$ cat config.mk
export PLATFORM = sky130hd
export DESIGN_NAME = snax_dream_csr_ctrl
export DESIGN_NICKNAME = d
export VERILOG_FILES = /design/src/rtl/snax_dream_csr_ctrl.sv
export SDC_FILE = /design/constraint.sdc
export NUM_CORES = 1
export LEC_CHECK = 0
export CORE_MARGIN = 5
export CORE_UTILIZATION = 49
export DETAILED_ROUTE_END_ITERATION = 10
export PLACE_DENSITY_LB_ADDON = 0.1
export SYNTH_ARGS = -nofsm -noshare
export SYNTH_HDL_FRONTEND = slang
export SYNTH_SLANG_ARGS = --single-unit
$ cat constraint.sdc
create_clock -name clk_i -period 4.7 [get_ports clk_i]
set_clock_uncertainty 0.05 [all_clocks]
set_input_delay 0.94 -clock clk_i [delete_from_list [all_inputs] [get_ports clk_i]]
set_output_delay 0.94 -clock clk_i [all_outputs]
set_load 0.01 [all_outputs]
$ cat src/rtl/snax_dream_csr_ctrl.sv
// CSR front-end for the DREAM accelerator: latches RW config, runs an
// IDLE/BUSY/DONE sequencer over `length` output elements and reports busy/cycle count.
module snax_dream_csr_ctrl #(
    parameter int unsigned RegRWCount   = 3,
    parameter int unsigned RegROCount   = 2,
    parameter int unsigned RegDataWidth = 32,
    parameter int unsigned ModeWidth    = 2,
    parameter int unsigned AddrWidth    = 7
) (
    input  logic                                     clk_i,
    input  logic                                     rst_ni,
    input  logic [RegRWCount-1:0][RegDataWidth-1:0]  csr_reg_set_i,
    input  logic                                     csr_reg_set_valid_i,
    output logic                                     csr_reg_set_ready_o,
    output logic [RegROCount-1:0][RegDataWidth-1:0]  csr_reg_ro_set_o,
    input  logic                                     acc_output_success_i,
    output logic                                     acc_ready_o,
    output logic                                     acc_start_o,
    output logic                                     acc_done_o,
    output logic [ModeWidth-1:0]                     csr_mode_o,
    output logic [AddrWidth-1:0]                     csr_addr_o
);

    typedef enum logic [1:0] {
        IDLE = 2'd0,
        BUSY = 2'd1,
        DONE = 2'd2
    } state_e;

    state_e state_q, state_d;

    logic [RegRWCount-1:0][RegDataWidth-1:0] rw_q;
    logic [RegDataWidth-1:0]                 elem_cnt_q;
    logic [RegDataWidth-1:0]                 cycle_cnt_q;
    logic                                    start_q;

    logic accept;
    logic launch;
    logic zero_len;
    logic last_elem;
    logic unused_rw;

    assign accept    = csr_reg_set_valid_i && (state_q == IDLE);
    assign launch    = accept && csr_reg_set_i[2][0];
    assign zero_len  = (csr_reg_set_i[1] == '0);
    assign last_elem = acc_output_success_i
                       && (elem_cnt_q == (rw_q[1] - RegDataWidth'(1)));
    assign unused_rw = ^rw_q;

    always_ff @(posedge clk_i or negedge rst_ni) begin
        if (!rst_ni) begin
            state_q <= IDLE;
        end else begin
            state_q <= state_d;
        end
    end

    always_comb begin
        state_d = state_q;
        unique case (state_q)
            IDLE: begin
                if (launch) begin
                    state_d = zero_len ? DONE : BUSY;
                end
            end
            BUSY: begin
                if (last_elem) begin
                    state_d = DONE;
                end
            end
            DONE:    state_d = IDLE;
            default: state_d = IDLE;
        endcase
    end

    // Start bit is stored already cleared, so it never reads back as 1.
    always_ff @(posedge clk_i or negedge rst_ni) begin
        if (!rst_ni) begin
            rw_q <= '0;
        end else if (accept) begin
            rw_q       <= csr_reg_set_i;
            rw_q[2][0] <= 1'b0;
        end
    end

    always_ff @(posedge clk_i or negedge rst_ni) begin
        if (!rst_ni) begin
            elem_cnt_q  <= '0;
            cycle_cnt_q <= '0;
            start_q     <= 1'b0;
        end else begin
            start_q <= launch && !zero_len;
            if (launch && !zero_len) begin
                elem_cnt_q  <= '0;
                cycle_cnt_q <= '0;
            end else if (state_q == BUSY) begin
                if (acc_output_success_i) begin
                    elem_cnt_q <= elem_cnt_q + RegDataWidth'(1);
                end
                if (cycle_cnt_q != '1) begin
                    cycle_cnt_q <= cycle_cnt_q + RegDataWidth'(1);
                end
            end
        end
    end

    always_comb begin
        csr_reg_set_ready_o    = (state_q == IDLE);
        acc_ready_o            = (state_q == BUSY);
        acc_done_o             = (state_q == DONE);
        acc_start_o            = start_q;
        csr_reg_ro_set_o       = '0;
        csr_reg_ro_set_o[0][0] = (state_q == BUSY);
        csr_reg_ro_set_o[1]    = cycle_cnt_q;
        csr_mode_o             = rw_q[0][ModeWidth-1:0];
        csr_addr_o             = rw_q[0][ModeWidth+AddrWidth-1:ModeWidth];
    end

endmodule
==> impl_metrics.py, run 1 <==
metrics = {
    "status": {
        "status": "finished clean",
    },
    "sta": {
        "drv_slew": 0,
        "tns_ns": 0,
        "finalSetupViolCount": 0,
        "rsz0062_at_grt": "no",
        "clock.fmax_mhz": 256,
        "hold_ws_ns": 0.457,
        "min_period_over_period_pct": 83.0,
        "max_slew_margin_pct": 35.8,
        "worstMarginPinSlew_ns": 0.964,
        "hold_viol": 0,
        "period_minus_slack_ns": 3.90,
    },
    "yosys": {
        "yosys-top-cells-count": "dfrtp_1 (108), nor2_1 (61), xor2_1 (43), buf_4 (41)",
        "synth.most_common_cell": "dfrtp_1",
        "yosys.area.top_type_share_pct": 41.9,
        "syn_area_um2": 6450,
        "synth_area_per_cell_um2": 9.59,
        "synth_ff_type": "dfrtp_1",
        "ys_ff_latch": 108,
        "synth.area.top_cells": "dfrtp_1 (42%), mux2_2 (6.6%), xor2_1 (5.8%)",
        "synth_top_area_cell": "dfrtp_1",
        "ys_types": 59,
        "yosysSeqAreaShare_pct": 41.9,
        "ys_async_sr_fraction_pct": 100,
        "synthCells": 673,
        "ys_warn_count": 0,
        "synth_edf_count": 0,
    },
    "setup_path": {
        "worstRegToRegCells": 8,
        "crit_path_end_kind": "flop",
        "crit_fanout": 8,
        "required_ns": 4.86,
        "critical_path_class": "reg2reg",
        "start_kind": "flop",
        "arrival_ns": 4.06,
    },
    "global_routing": {
        "first_global_vias": 5318,
        "use_met2_pct": 34.5,
        "antenna_found_initial": 0,
        "grt_usage_pct": 20.7,
        "top_usage_layer": "met2",
        "grt_remaining_overflow": 0,
        "grt_pass1_wl_mm": 26.4,
        "grtUsageMet3_pct": 3.82,
        "grtUsageMet1_pct": 26.7,
        "grt_max_degree": 76,
    },
    "cts": {
        "cts_resized": 0,
        "htreeDepth": 3,
        "path_clk_slew_ns": 0.07,
        "worst_skew_pair.late_latency_ns": 0.35,
        "cts_hold_buffers": 0,
        "cts_tree": "built",
        "clkSinkCount": 108,
        "clockRootBuffer": "clkbuf_16",
        "cts_buffer_depth": 2,
        "cts_buffers": 9,
        "cts_setup_buffers": 0,
    },
    "floorplan": {
        "rows": 42,
        "num_io_pins": 177,
        "core_area_um2": 13100,
        "die_w_um": 125,
        "chipHeight_um": 125,
        "start_util_pct": 49.3,
        "dieArea_um2": 15600,
    },
    "place": {
        "gp_congestion": 0.867,
        "dpl.hpwl_mm": 11.5,
        "portBuffers": 91,
    },
    "routing": {
        "wl_mm": 15.7,
        "initialDrtViolationCount": 373,
        "wire_per_inst_um": 17.0,
        "firstDrtPassIters": 4,
        "viasPerCell": 5.57,
        "vias": 5135,
        "drc": 0,
        "postRouteAntennaNets": 0,
    },
    "hold_path": {
        "hp-class": "reg2reg",
        "whs_path_depth": 1,
    },
    "finish": {
        "finalNetCount": 844,
        "synthToLayoutAreaGrowth_pct": 18.2,
        "drive_above_1_share_pct": 9.65,
        "diodes": 0,
        "n_fill_cell": 1178,
    },
    "power_and_ir_drop": {
        "ir_drop_mv": 0.159,
        "p_leak_nw": 3.13,
        "powerDensity_nw_per_um2": 263,
    },
    "flow_run": {
        "max-cap-violations": 0,
    },
}
## layer usage
| layer | part of all wire, % | wire [µm] |
|---|---|---|
| met4 | 2.2 | 350 |
| met1 | 45 | 7030 |
| met3 | 5.0 | 783 |
| met5 | 0 | 0 |
| met2 | 48 | 7500 |
## critical path, cell delays in order, from the launching register on
cell	delay (ns)
dfrtp_1	0.47
nor4_4	0.50
nand2_1	0.33
or4_4	0.62
or4_4	0.51
a2111oi_4	0.37
o2111ai_1	0.18
a2111oi_2	0.56
o22ai_1	0.16
## logic make-up (layout without fill, tap and decap cells)
group,Yosys count,after routing,share of synthesized area (%)
muxes,46,46,7.87
buffers and inverters,81,124,7.25
AOI/OAI and AO/OA,92,92,9.44
other,1,31,0.0581
adders and majority gates,3,3,0.582
DFF,108,108,41.9
xor gates and xnor gates,76,76,10.3
and+or+nand+nor,266,266,22.6
## sequential cells by signal (all words and copies together) (netlist names)
signal / flops
acc_start_o: 1
csr_addr_o: 7
csr_mode_o: 2
cycle_cnt_q: 32
elem_cnt_q: 32
rw_q: 32
state_q: 2
## final cells by class
type / instances / area [µm²] / share of cell area, %
Multi-Input combinational cell: 514 / 3400 / 44.6
Sequential cell: 108 / 2700 / 35.4
Timing Repair Buffer: 98 / 961 / 12.6
Clock buffer: 11 / 233 / 3.05
Tap cell: 176 / 220 / 2.89
Clock inverter: 5 / 67.6 / 0.886
Inverter: 10 / 37.5 / 0.492
## through the flow
step | total power [mW] | worst slack [ns] | utilization (%) | instance area (µm²) | std cells
after detailed placement | 1.24 | 0.803 | 56.0 | 7330 | 906
after floorplan | 1.16 | 1.39 | - | 6570 | 703
after CTS | 2.03 | 0.780 | 58.3 | 7630 | 922
final | 2.00 | 0.800 | 58.3 | 7630 | 922
after global placement | 1.23 | 0.810 | 56.0 | 7330 | 906
after global routing | 2.09 | 0.699 | 58.3 | 7630 | 922
## cells in the final DEF, fill, tap and decap left out, drive strengths merged, types with 11 or more instances in the layout
cell	synthesis	routed
inv	10	13
dfrtp	108	108
nor3	16	16
nand4	20	20
xor2	43	43
or3	27	27
nand2	38	38
and3	15	15
nor2b	11	11
o21ai	30	30
a21oi	22	22
nor4	20	20
conb	1	31
xnor2	33	33
clkbuf	24	11
clkdlybuf4s50	0	90
nand3	24	24
nor2	61	61
mux2	38	38
## power by group
| part | leakage (nW) | total [mW] | switching, mW | internal (mW) |
|---|---|---|---|---|
| combinational | 1.68 | 0.216 | 0.113 | 0.103 |
| clock | 0.147 | 0.784 | 0.361 | 0.423 |
| sequential | 1.30 | 1.00 | 0.0450 | 0.957 |
| total | 3.13 | 2.00 | 0.520 | 1.48 |
## worst paths after layout
kind	from	to	slack [ns]
worst min-delay path	csr_addr_o[1]	csr_addr_o[1]	0.46
worst max register to register	rw_q[35]	state_q[0]	0.80
max in group asynchronous	rst_ni	cycle_cnt_q[5]	2.89
worst min register to register	csr_addr_o[1]	csr_addr_o[1]	0.46
worst max-delay path	rw_q[35]	state_q[0]	0.80
min in group asynchronous	rst_ni	rw_q[36]	0.69
Power figures use the tool's default switching activity.
==> inputs of run 2 (changes only) <==
- CORE_UTILIZATION: 49 -> 44
- clock period: 4.7 -> 3.4 ns (I/O delays scaled with it)
==> impl_metrics.py, run 2 (synthesis gave the netlist of run 1 again) <==
metrics = {
    "power_and_ir_drop": {
        "finalPower_mw": 2.78,
        "ir_drop_mv": 0.229,
        "p_leak_nw": 3.27,
        "powerDensity_nw_per_um2": 352,
    },
    "routing": {
        "viasPerCell": 5.60,
        "wire_per_inst_um": 16.9,
        "firstDrtPassIters": 5,
        "postRouteAntennaNets": 0,
        "initialDrtViolationCount": 302,
        "wl_mm": 16.2,
        "drc": 0,
        "vias": 5354,
    },
    "cts": {
        "cts_setup_buffers": 0,
        "cts_buffer_depth": 2,
        "htreeDepth": 3,
        "cts_tree": "built",
        "clkSinkCount": 108,
        "worst_skew_pair.late_latency_ns": 0.36,
        "clockRootBuffer": "clkbuf_16",
        "path_clk_slew_ns": 0.07,
        "cts_buffers": 9,
    },
    "finish": {
        "layout_common_cells": "dfrtp_1 (108), clkdlybuf4s50_1 (90), nor2_1 (60), xor2_1 (43)",
        "synthToLayoutAreaGrowth_pct": 22.1,
        "fin_area_um2": 7880,
        "final_common_cell": "dfrtp_1",
        "finalNetCount": 870,
        "diodes": 0,
        "drive_above_1_share_pct": 13.3,
        "reg_top3": "cycle_cnt_q: 32 flops, elem_cnt_q: 32 flops, rw_q: 32 flops",
    },
    "place": {
        "portBuffers": 91,
        "gp_congestion": 0.893,
        "post_dp_cell_area_um2": 7540,
        "dpl.hpwl_mm": 11.9,
    },
    "global_routing": {
        "antenna_found_initial": 0,
        "first_global_vias": 5363,
        "grt_usage_pct": 18.5,
        "grt_remaining_overflow": 0,
        "grt_max_degree": 58,
        "grt_pass1_wl_mm": 26.4,
    },
    "sta": {
        "hold_ws_ns": 0.324,
        "period_minus_slack_ns": 3.21,
        "drv_slew": 0,
        "hold_viol": 0,
        "worstMarginPinSlew_ns": 0.756,
        "finalSetupViolCount": 0,
        "clock.fmax_mhz": 311,
        "tns_ns": 0,
        "max_slew_margin_pct": 49.4,
        "rsz0062_at_grt": "no",
        "min_period_over_period_pct": 94.5,
    },
    "floorplan": {
        "core_area_um2": 14500,
        "chipHeight_um": 131,
        "start_util_pct": 44.6,
        "dieArea_um2": 17200,
        "num_io_pins": 177,
        "die_w_um": 131,
        "rows": 44,
    },
    "status": {
        "status": "finished clean",
    },
    "setup_path": {
        "required_ns": 3.59,
        "crit_path_end_kind": "flop",
        "start_kind": "flop",
        "r2r_slack_ns": 0.19,
        "worstRegToRegCells": 9,
        "regToRegEndpoint": "state_q[0]",
        "r2r-start": "rw_q[43]",
        "arrival_ns": 3.41,
        "critical_path_class": "reg2reg",
        "crit_fanout": 4,
    },
    "flow_run": {
        "max-cap-violations": 0,
    },
    "hold_path": {
        "hp-class": "in2async",
    },
}
run 2: cell count changes in the layout (fill, tap and decap cells not counted), sizes merged:
cell	delta
buf	+26
inv	-2
clkinvlp	+1
clkinv	+2
clkbuf	-1
run 2: timing repair:
action	in CTS	in global routing
setup endpoints to repair	2	2
resized for setup	2	3
pin swaps	4	2
hold buffers	0	0
run 2: metrics by stage:
| stage | utilization (%) | cells | worst slack, ns |
|---|---|---|---|
| finish | 54.4 | 956 | 0.186 |
| global placement | 52.1 | 940 | 0.0171 |
| global route | 54.4 | 956 | 0.0411 |
| CTS | 54.3 | 956 | 0.00991 |
| detailed placement | 52.1 | 940 | -0.0216 |
| floorplan | - | 703 | 0.0868 |
run 2: worst max-delay path, cell delays in order, from the launching register on:
cell and delay, ns:
dfrtp_1 0.39, or4_4 0.55, nand2b_4 0.16, or4_4 0.51, or4_4 0.44, a2111oi_4 0.33, o2111ai_2 0.18, a2111oi_4 0.22
buf_4 0.19, o22ai_1 0.07
run 2: cell type report:
type	count	area, µm²
clock buffers	10	229
clock inverters	6	72.6
fillers	1301	6600
inverters	10	37.5
multi-input cells	514	3440
flip-flops and latches	108	2700
well taps	184	230
repair buffers	124	1170
run 2: per-layer routing:
layer,vias up,track usage [%],wire (µm)
met3,40,3.78,891
met2,173,29.0,7320
met5,-,0,0
met4,0,9.53,695
met1,2601,24.1,7270
li1,2540,-,-
run 2: report_power, final:
group          switching (mW)  total [mW]  internal (mW)
clock network           0.499        1.08          0.579
logic                   0.159       0.305          0.146
registers              0.0696        1.39           1.32
total                   0.728        2.78           2.05
run 2: worst max path at each step:
stage / to / slack [ns] / start / depth (start not counted)
final: state_q[0] / 0.19 / rw_q[43] / 9
after global routing: state_q[0] / 0.04 / rw_q[43] / 9
after CTS: state_q[0] / 0.01 / rw_q[43] / 9
after detailed placement: state_q[0] / -0.02 / rw_q[43] / 9
after global placement: state_q[0] / 0.02 / rw_q[43] / 9
after floorplan: state_q[0] / 0.09 / rw_q[43] / 9
==> inputs of run 3 (changes only) <==
- CAP_MARGIN: default -> 10
==> results of run 3 <==
No change in the layout: final DEF, timing and power equal those of run 2.
